## config.mk

```make
export PLATFORM = sky130hd
export DESIGN_NAME = cgra_config_sequencer
export DESIGN_NICKNAME = d
export VERILOG_FILES = /design/src/rtl/cgra_config_sequencer.sv
export SDC_FILE = /design/constraint.sdc
export NUM_CORES = 1
export LEC_CHECK = 0
export ABC_AREA = 1
export ABC_CLOCK_PERIOD_IN_PS = 1400
export BUFFER_PORTS_ARGS = -buffer_cell sky130_fd_sc_hd__buf_2
export CAP_MARGIN = 10
export CORE_AREA = 2 2 367 369
export DETAILED_ROUTE_END_ITERATION = 7
export DIE_AREA = 0 0 369 371
export GPL_TIMING_DRIVEN = 0
export PLACE_DENSITY_LB_ADDON = 0.3
export REMOVE_ABC_BUFFERS = 1
export SETUP_SLACK_MARGIN = 0.15
export SYNTH_ARGS = -nofsm -noshare
export SYNTH_HDL_FRONTEND = slang
export SYNTH_SLANG_ARGS = --single-unit
```

## constraint.sdc

```tcl
create_clock -name clk -period 1.4 [get_ports clk]
set_input_delay 0.21 -clock clk [delete_from_list [all_inputs] [get_ports clk]]
set_output_delay 0.21 -clock clk [all_outputs]
set_load 0.02 [all_outputs]
```

## src/rtl/cgra_config_sequencer.sv

```systemverilog
// cgra_config_sequencer: serialises global-controller config requests onto
// per-column CGRA config buses. Decodes the column, stalls it around the
// access, issues a one-cycle read/write strobe and returns read data.
// Optional feature macro: CFG_SEQ_BROADCAST_EN (column 0xFF write = all columns).
module cgra_config_sequencer #(
  parameter int unsigned NUM_COLS = 12,
  parameter int unsigned COL_LSB  = 0,
  parameter int unsigned READ_LAT = 1
) (
  input  logic                     clk,
  input  logic                     reset,
  input  logic                     req_valid,
  output logic                     req_ready,
  input  logic                     req_write,
  input  logic [31:0]              req_addr,
  input  logic [31:0]              req_data,
  output logic                     rsp_valid,
  output logic [31:0]              rsp_data,
  output logic                     rsp_err,
  output logic                     err_sticky,
  input  logic [NUM_COLS-1:0]      stall_in,
  output logic [NUM_COLS-1:0]      stall,
  output logic [32*NUM_COLS-1:0]   config_addr,
  output logic [32*NUM_COLS-1:0]   config_data,
  output logic [NUM_COLS-1:0]      config_read,
  output logic [NUM_COLS-1:0]      config_write,
  input  logic [31:0]              read_config_data
);

  localparam int unsigned CW = 8;
  localparam int unsigned LW = 4;
  localparam logic [CW-1:0] NUM_COLS_B = CW'(NUM_COLS);
  localparam logic [LW-1:0] LAT_LOAD   = LW'(READ_LAT - 1);

  typedef enum logic [2:0] {
    S_IDLE  = 3'd0,
    S_STALL = 3'd1,
    S_ISSUE = 3'd2,
    S_WAIT  = 3'd3,
    S_RESP  = 3'd4
  } state_e;

  state_e                state_q, state_d;
  logic [31:0]           addr_q, addr_d;
  logic [31:0]           data_q, data_d;
  logic                  write_q, write_d;
  logic [NUM_COLS-1:0]   colmask_q, colmask_d;
  logic [LW-1:0]         cnt_q, cnt_d;
  logic [NUM_COLS-1:0]   stall_mask_q, stall_mask_d;
  logic [NUM_COLS-1:0]   cfg_rd_q, cfg_rd_d;
  logic [NUM_COLS-1:0]   cfg_wr_q, cfg_wr_d;
  logic                  rsp_valid_q, rsp_valid_d;
  logic                  rsp_err_q, rsp_err_d;
  logic [31:0]           rsp_data_q, rsp_data_d;
  logic                  err_q, err_d;
  logic                  req_ready_q, req_ready_d;

  logic [CW-1:0]         req_col_c;
  logic [NUM_COLS-1:0]   req_mask_c;
  logic                  req_legal_c;

  assign req_col_c = req_addr[COL_LSB +: CW];

  // Column decode of the incoming request into a strobe/stall mask
  always_comb begin
    req_mask_c  = '0;
    req_legal_c = 1'b0;
    if (req_col_c < NUM_COLS_B) begin
      req_mask_c  = NUM_COLS'(1) << req_col_c;
      req_legal_c = 1'b1;
    end
`ifdef CFG_SEQ_BROADCAST_EN
    else if ((req_col_c == 8'hFF) && req_write) begin
      req_mask_c  = '1;
      req_legal_c = 1'b1;
    end
`endif
  end

  // Next-state and next-output logic; outputs are precomputed from state_d
  always_comb begin
    state_d     = state_q;
    addr_d      = addr_q;
    data_d      = data_q;
    write_d     = write_q;
    colmask_d   = colmask_q;
    cnt_d       = cnt_q;
    cfg_rd_d    = '0;
    cfg_wr_d    = '0;
    rsp_valid_d = 1'b0;
    rsp_err_d   = 1'b0;
    rsp_data_d  = rsp_data_q;
    err_d       = err_q;

    case (state_q)
      S_IDLE: begin
        if (req_valid) begin
          addr_d    = req_addr;
          data_d    = req_data;
          write_d   = req_write;
          colmask_d = req_mask_c;
          if (req_legal_c) begin
            state_d = S_STALL;
          end else begin
            err_d = 1'b1;
            if (!req_write) begin
              state_d     = S_RESP;
              rsp_valid_d = 1'b1;
              rsp_err_d   = 1'b1;
              rsp_data_d  = '0;
            end
          end
        end
      end
      S_STALL: begin
        state_d = S_ISSUE;
        if (write_q) cfg_wr_d = colmask_q;
        else         cfg_rd_d = colmask_q;
      end
      S_ISSUE: begin
        if (write_q) begin
          state_d = S_IDLE;
        end else begin
          state_d = S_WAIT;
          cnt_d   = LAT_LOAD;
        end
      end
      S_WAIT: begin
        if (cnt_q == '0) begin
          state_d     = S_RESP;
          rsp_valid_d = 1'b1;
          rsp_data_d  = read_config_data;
        end else begin
          cnt_d = cnt_q - LW'(1);
        end
      end
      S_RESP: begin
        state_d = S_IDLE;
      end
      default: begin
        state_d = S_IDLE;
      end
    endcase

    stall_mask_d = ((state_d == S_STALL) || (state_d == S_ISSUE) || (state_d == S_WAIT))
                   ? colmask_d : '0;
    req_ready_d  = (state_d == S_IDLE);
  end

  // State and output registers with synchronous reset
  always_ff @(posedge clk) begin
    if (reset) begin
      state_q      <= S_IDLE;
      addr_q       <= '0;
      data_q       <= '0;
      write_q      <= 1'b0;
      colmask_q    <= '0;
      cnt_q        <= '0;
      stall_mask_q <= '0;
      cfg_rd_q     <= '0;
      cfg_wr_q     <= '0;
      rsp_valid_q  <= 1'b0;
      rsp_err_q    <= 1'b0;
      rsp_data_q   <= '0;
      err_q        <= 1'b0;
      req_ready_q  <= 1'b1;
    end else begin
      state_q      <= state_d;
      addr_q       <= addr_d;
      data_q       <= data_d;
      write_q      <= write_d;
      colmask_q    <= colmask_d;
      cnt_q        <= cnt_d;
      stall_mask_q <= stall_mask_d;
      cfg_rd_q     <= cfg_rd_d;
      cfg_wr_q     <= cfg_wr_d;
      rsp_valid_q  <= rsp_valid_d;
      rsp_err_q    <= rsp_err_d;
      rsp_data_q   <= rsp_data_d;
      err_q        <= err_d;
      req_ready_q  <= req_ready_d;
    end
  end

  assign req_ready    = req_ready_q;
  assign rsp_valid    = rsp_valid_q;
  assign rsp_err      = rsp_err_q;
  assign rsp_data     = rsp_data_q;
  assign err_sticky   = err_q;
  assign config_read  = cfg_rd_q;
  assign config_write = cfg_wr_q;
  assign config_addr  = {NUM_COLS{addr_q}};
  assign config_data  = {NUM_COLS{data_q}};
  assign stall        = stall_in | stall_mask_q;

endmodule
```

==> results by group <==
Logic synthesis
  – Top area cells in the synthesized netlist: buf_4 (48%), dfxtp_1 (28%), nor2_1 (5.7%)
  – Post-synth top area share: 0.480
  – Asr flop ratio synth: 0
  – Flops & latches, synth: 156
  – Top_reg_cell synth: dfxtp_1
  – Synth cell count leaders: buf_4 (706), nor2_1 (168), dfxtp_1 (156), nand2_1 (120), o21ai_0 (55)
  – Avg Cell Area, Syn: 7.75 sq um
  – Cell taking the most area after synthesis: buf_4
  – Top-count cell post-synth: buf_4
  – Post-synth EDFFs: 0
  – Post-synthesis sequential area ratio: 0.283
  – YS warnings: 0
  – Mapped Area: 11,100 sq um
  – Mapped Cells: 1,427
  – Unique cell type count in the Yosys netlist: 26

Worst setup path
  – Reg2Reg Depth: 9
  – Startpoint types: flip-flop
  – Maximum fanout along the worst path: 15
  – Worst path required time: 1.82 ns
  – R2R Path Start: state_q[2]$_SDFF_PP0_
  – Worst setup EP type: flip-flop
  – R2R Setup Slk: -0.27 ns
  – Critical path origin: state_q[2]$_SDFF_PP0_
  – CP arrival: 2.09 ns
  – Setup CP Type: reg -> reg
  – R2R Path End: addr_q[9]$_SDFFE_PP0P_

Global routing
  – GRT Total Usage: 0.105
  – GR peak layer: met2
  – Largest net degree at the start of global routing: 89
  – Gr ovfl total: 0
  – Initial antenna violation count: 9
  – Global routing usage on met1: 0.127
  – Vias in the first global route: 10,729
  – Routing usage on met3: 0.0198
  – Grt met2 use: 0.191
  – First-pass GRT wire length: 95,900 um

STA
  – Peak Freq: 0.598 GHz
  – Rel. slew slack: 0.598
  – Final setup vio count: 161
  – Setup WS post-layout: -0.272 ns
  – Clock skew: 0.0188 ns
  – Worst-Margin Slew: 0.601 ns
  – Final critical-path share of the clock period: 1.19
  – Unrepaired setup endpoints after global routing: true
  – Final hold violation count: 0
  – Post-route minimum period: 1.67 ns
  – Max Slew Vio Count: 0

Clock tree
  – Clock Root Buffer: clkbuf_16
  – Clock buffer depth: 2
  – Num CTS Buffers: 17
  – Clk sink count: 156
  – CTS tree: yes
  – H-Tree Level Count: 4
  – Worst skew pair latency: 0.49 ns
  – Clock transition at the registers of the reported paths: 0.08 ns

Drt
  – 1st-pass router iterations: 4
  – Post-Route WL: 77,900 um
  – Antenna-violating nets left: 0
  – Routed vias/inst: 2.97
  – Routed len/inst: 20.8 um
  – Initial DRC count: 581
  – Total number of vias: 11,110
  – DRC Markers: 0

Pwr
  – Cell Int Power: 12.7 mW
  – Psw: 8.34 mW
  – Clock network power share: 0.233
  – Net Sw Frac: 0.396
  – P_leak: 11.2 nW
  – Seq pwr share: 0.229
  – Power density cells: 819 nW/um^2
  – Peak VDD IR: 0.000900 V
  – Logic pwr share: 0.538

Finish
  – Fill count: 14,314
  – P&R area growth vs syn: 133%
  – Layout Cells excl Fill: 3,747
  – Layout Nets: 2,077
  – Share of cells above drive strength 1: 0.750

Floorplan
  – Die area: 137,000 sq um
  – IO Pins: 952
  – Die X: 369 um
  – Die height: 371 um
  – Row count: 134
  – Core Box Area: 133,000 sq um
  – Initial Util: 0.0832

Min path
  – Hold path cells: 4
  – Hold Path End: rsp_data[8]$_SDFFE_PP0P_
  – Tightest Hold Check Type: in -> reg
  – Hold path startpoint: read_config_data[8]

Place
  – Post-DP HPWL: 43,200 um
  – Post-Place Setup Slack: -2.39 ns
  – Placed cell count: 3,399
  – Port bufs: 951
  – Gpl congestion: 0.722

Run status
  – Failing checks: negative setup slack
  – Status: finished, violations left

Job
  – Max Cap Viol: 0
[routing by layer]
metal	up-vias	part of all wire
met5	-	0
met4	0	0.015
met3	58	0.055
met2	635	0.53
met1	5544	0.40
li1	4873	-
[worst max path at each step]
stage,to,slack (ns)
after detailed placement,req_ready$_SDFF_PP1_,-2.39
final,addr_q[9]$_SDFFE_PP0P_,-0.27
after global routing,addr_q[9]$_SDFFE_PP0P_,-0.34
after CTS,rsp_data[30]$_SDFFE_PP0P_,-0.32
after floorplan,req_ready$_SDFF_PP1_,-1.12
after global placement,stall_mask_q[3]$_SDFF_PP0_,-4.06
[worst max-delay path, stage by stage, from the launching register on]
cell and delay, ns:
dfxtp_4 0.36, nor2_4 0.16, nand2_8 0.08, buf_6 0.12, buf_6 0.11, buf_8 0.13, nor2_4 0.11, buf_12 0.20
o21ai_0 0.14, nor2_2 0.17
[state kept, by name (all words and copies together), names as in the netlist, 3 cells and up]
name,count
state_q,3
addr_q,32
data_q,32
stall_mask_q,12
colmask_q,12
config_write,12
cnt_q,4
rsp_data,32
config_read,12
[layout by cell type, fill, tap and decap left out, types with 8 or more instances in the layout]
| master | count |
|---|---|
| buf_8 | 497 |
| buf_6 | 281 |
| buf_2 | 144 |
| buf_12 | 125 |
| buf_4 | 111 |
| nor2_1 | 94 |
| nand2_1 | 90 |
| dlygate4sd3_1 | 80 |
| dfxtp_1 | 75 |
| dfxtp_4 | 70 |
| nor2_4 | 55 |
| nand4_1 | 37 |
| inv_1 | 32 |
| nand3b_1 | 32 |
| o21ai_2 | 30 |
| nor2_2 | 25 |
| clkbuf_16 | 20 |
| o21ai_0 | 18 |
| nand2_4 | 16 |
| o21ai_1 | 15 |
| a21oi_2 | 15 |
| nand2_8 | 13 |
| or2_4 | 12 |
| a21oi_1 | 12 |
| dfxtp_2 | 11 |
| nand2_2 | 10 |
| buf_16 | 10 |
| nand3_1 | 8 |
[logic make-up (layout without fill, tap and decap cells)]
logic type	Yosys count	in the layout	share of synthesized area
buf+inv	787	1323	0.512
simple gates	389	403	0.162
flops	156	156	0.283
compound gates	94	94	0.0427
fa+ha+maj	1	1	0.00113
other cells	0	2	0
[power by group through the flow]
stage	Combinational (mW)	Clock [mW]	Sequential (mW)
after detailed placement	4.76	0	5.55
after CTS	10.9	5.16	4.79
final	11.3	4.91	4.81
after global routing	11.7	5.30	4.84
after floorplan	0.362	0	7.40
after global placement	4.79	0	5.52
[final cells by class]
cell class | instances | area [sq um] | area share
clock buffer | 17 | 425 | 0.0166
multi-input combinational | 498 | 3460 | 0.135
antenna | 2 | 5.00 | 0.000195
tap | 1768 | 2210 | 0.0861
timing repair buffer | 1251 | 15800 | 0.616
sequential | 156 | 3400 | 0.132
inverter | 38 | 168 | 0.00652
clock inverter | 15 | 169 | 0.00657
timing repair inverter | 2 | 28.8 | 0.00112
[repair_timing]
action | in CTS | in global routing
hold buffers | 80 | 0
pin swaps | 74 | 33
hold endpoints to repair | 80 | 0
setup endpoints to repair | 963 | 947
gates resized for setup | 2480 | 281
buffers inserted | 196 | 11
cloned | 21 | 6
[metrics by stage]
stage	setup TNS (ns)	util	instance area [sq um]	total power, mW	hold WS (ns)
3_3_place_gp	-427.40	0.0942	12500	10.3	0.438
3_5_place_dp	-214.42	0.0947	12600	10.3	0.439
6_report	-25.05	0.194	25700	21.1	0.0623
5_1_grt	-47.11	0.194	25700	21.8	0.0318
2_1_floorplan	-591.13	-	5540	7.76	0.279
4_1_cts	-51.45	0.184	24500	20.8	0.000922
No activity file was read; power rests on OpenSTA's default activity.
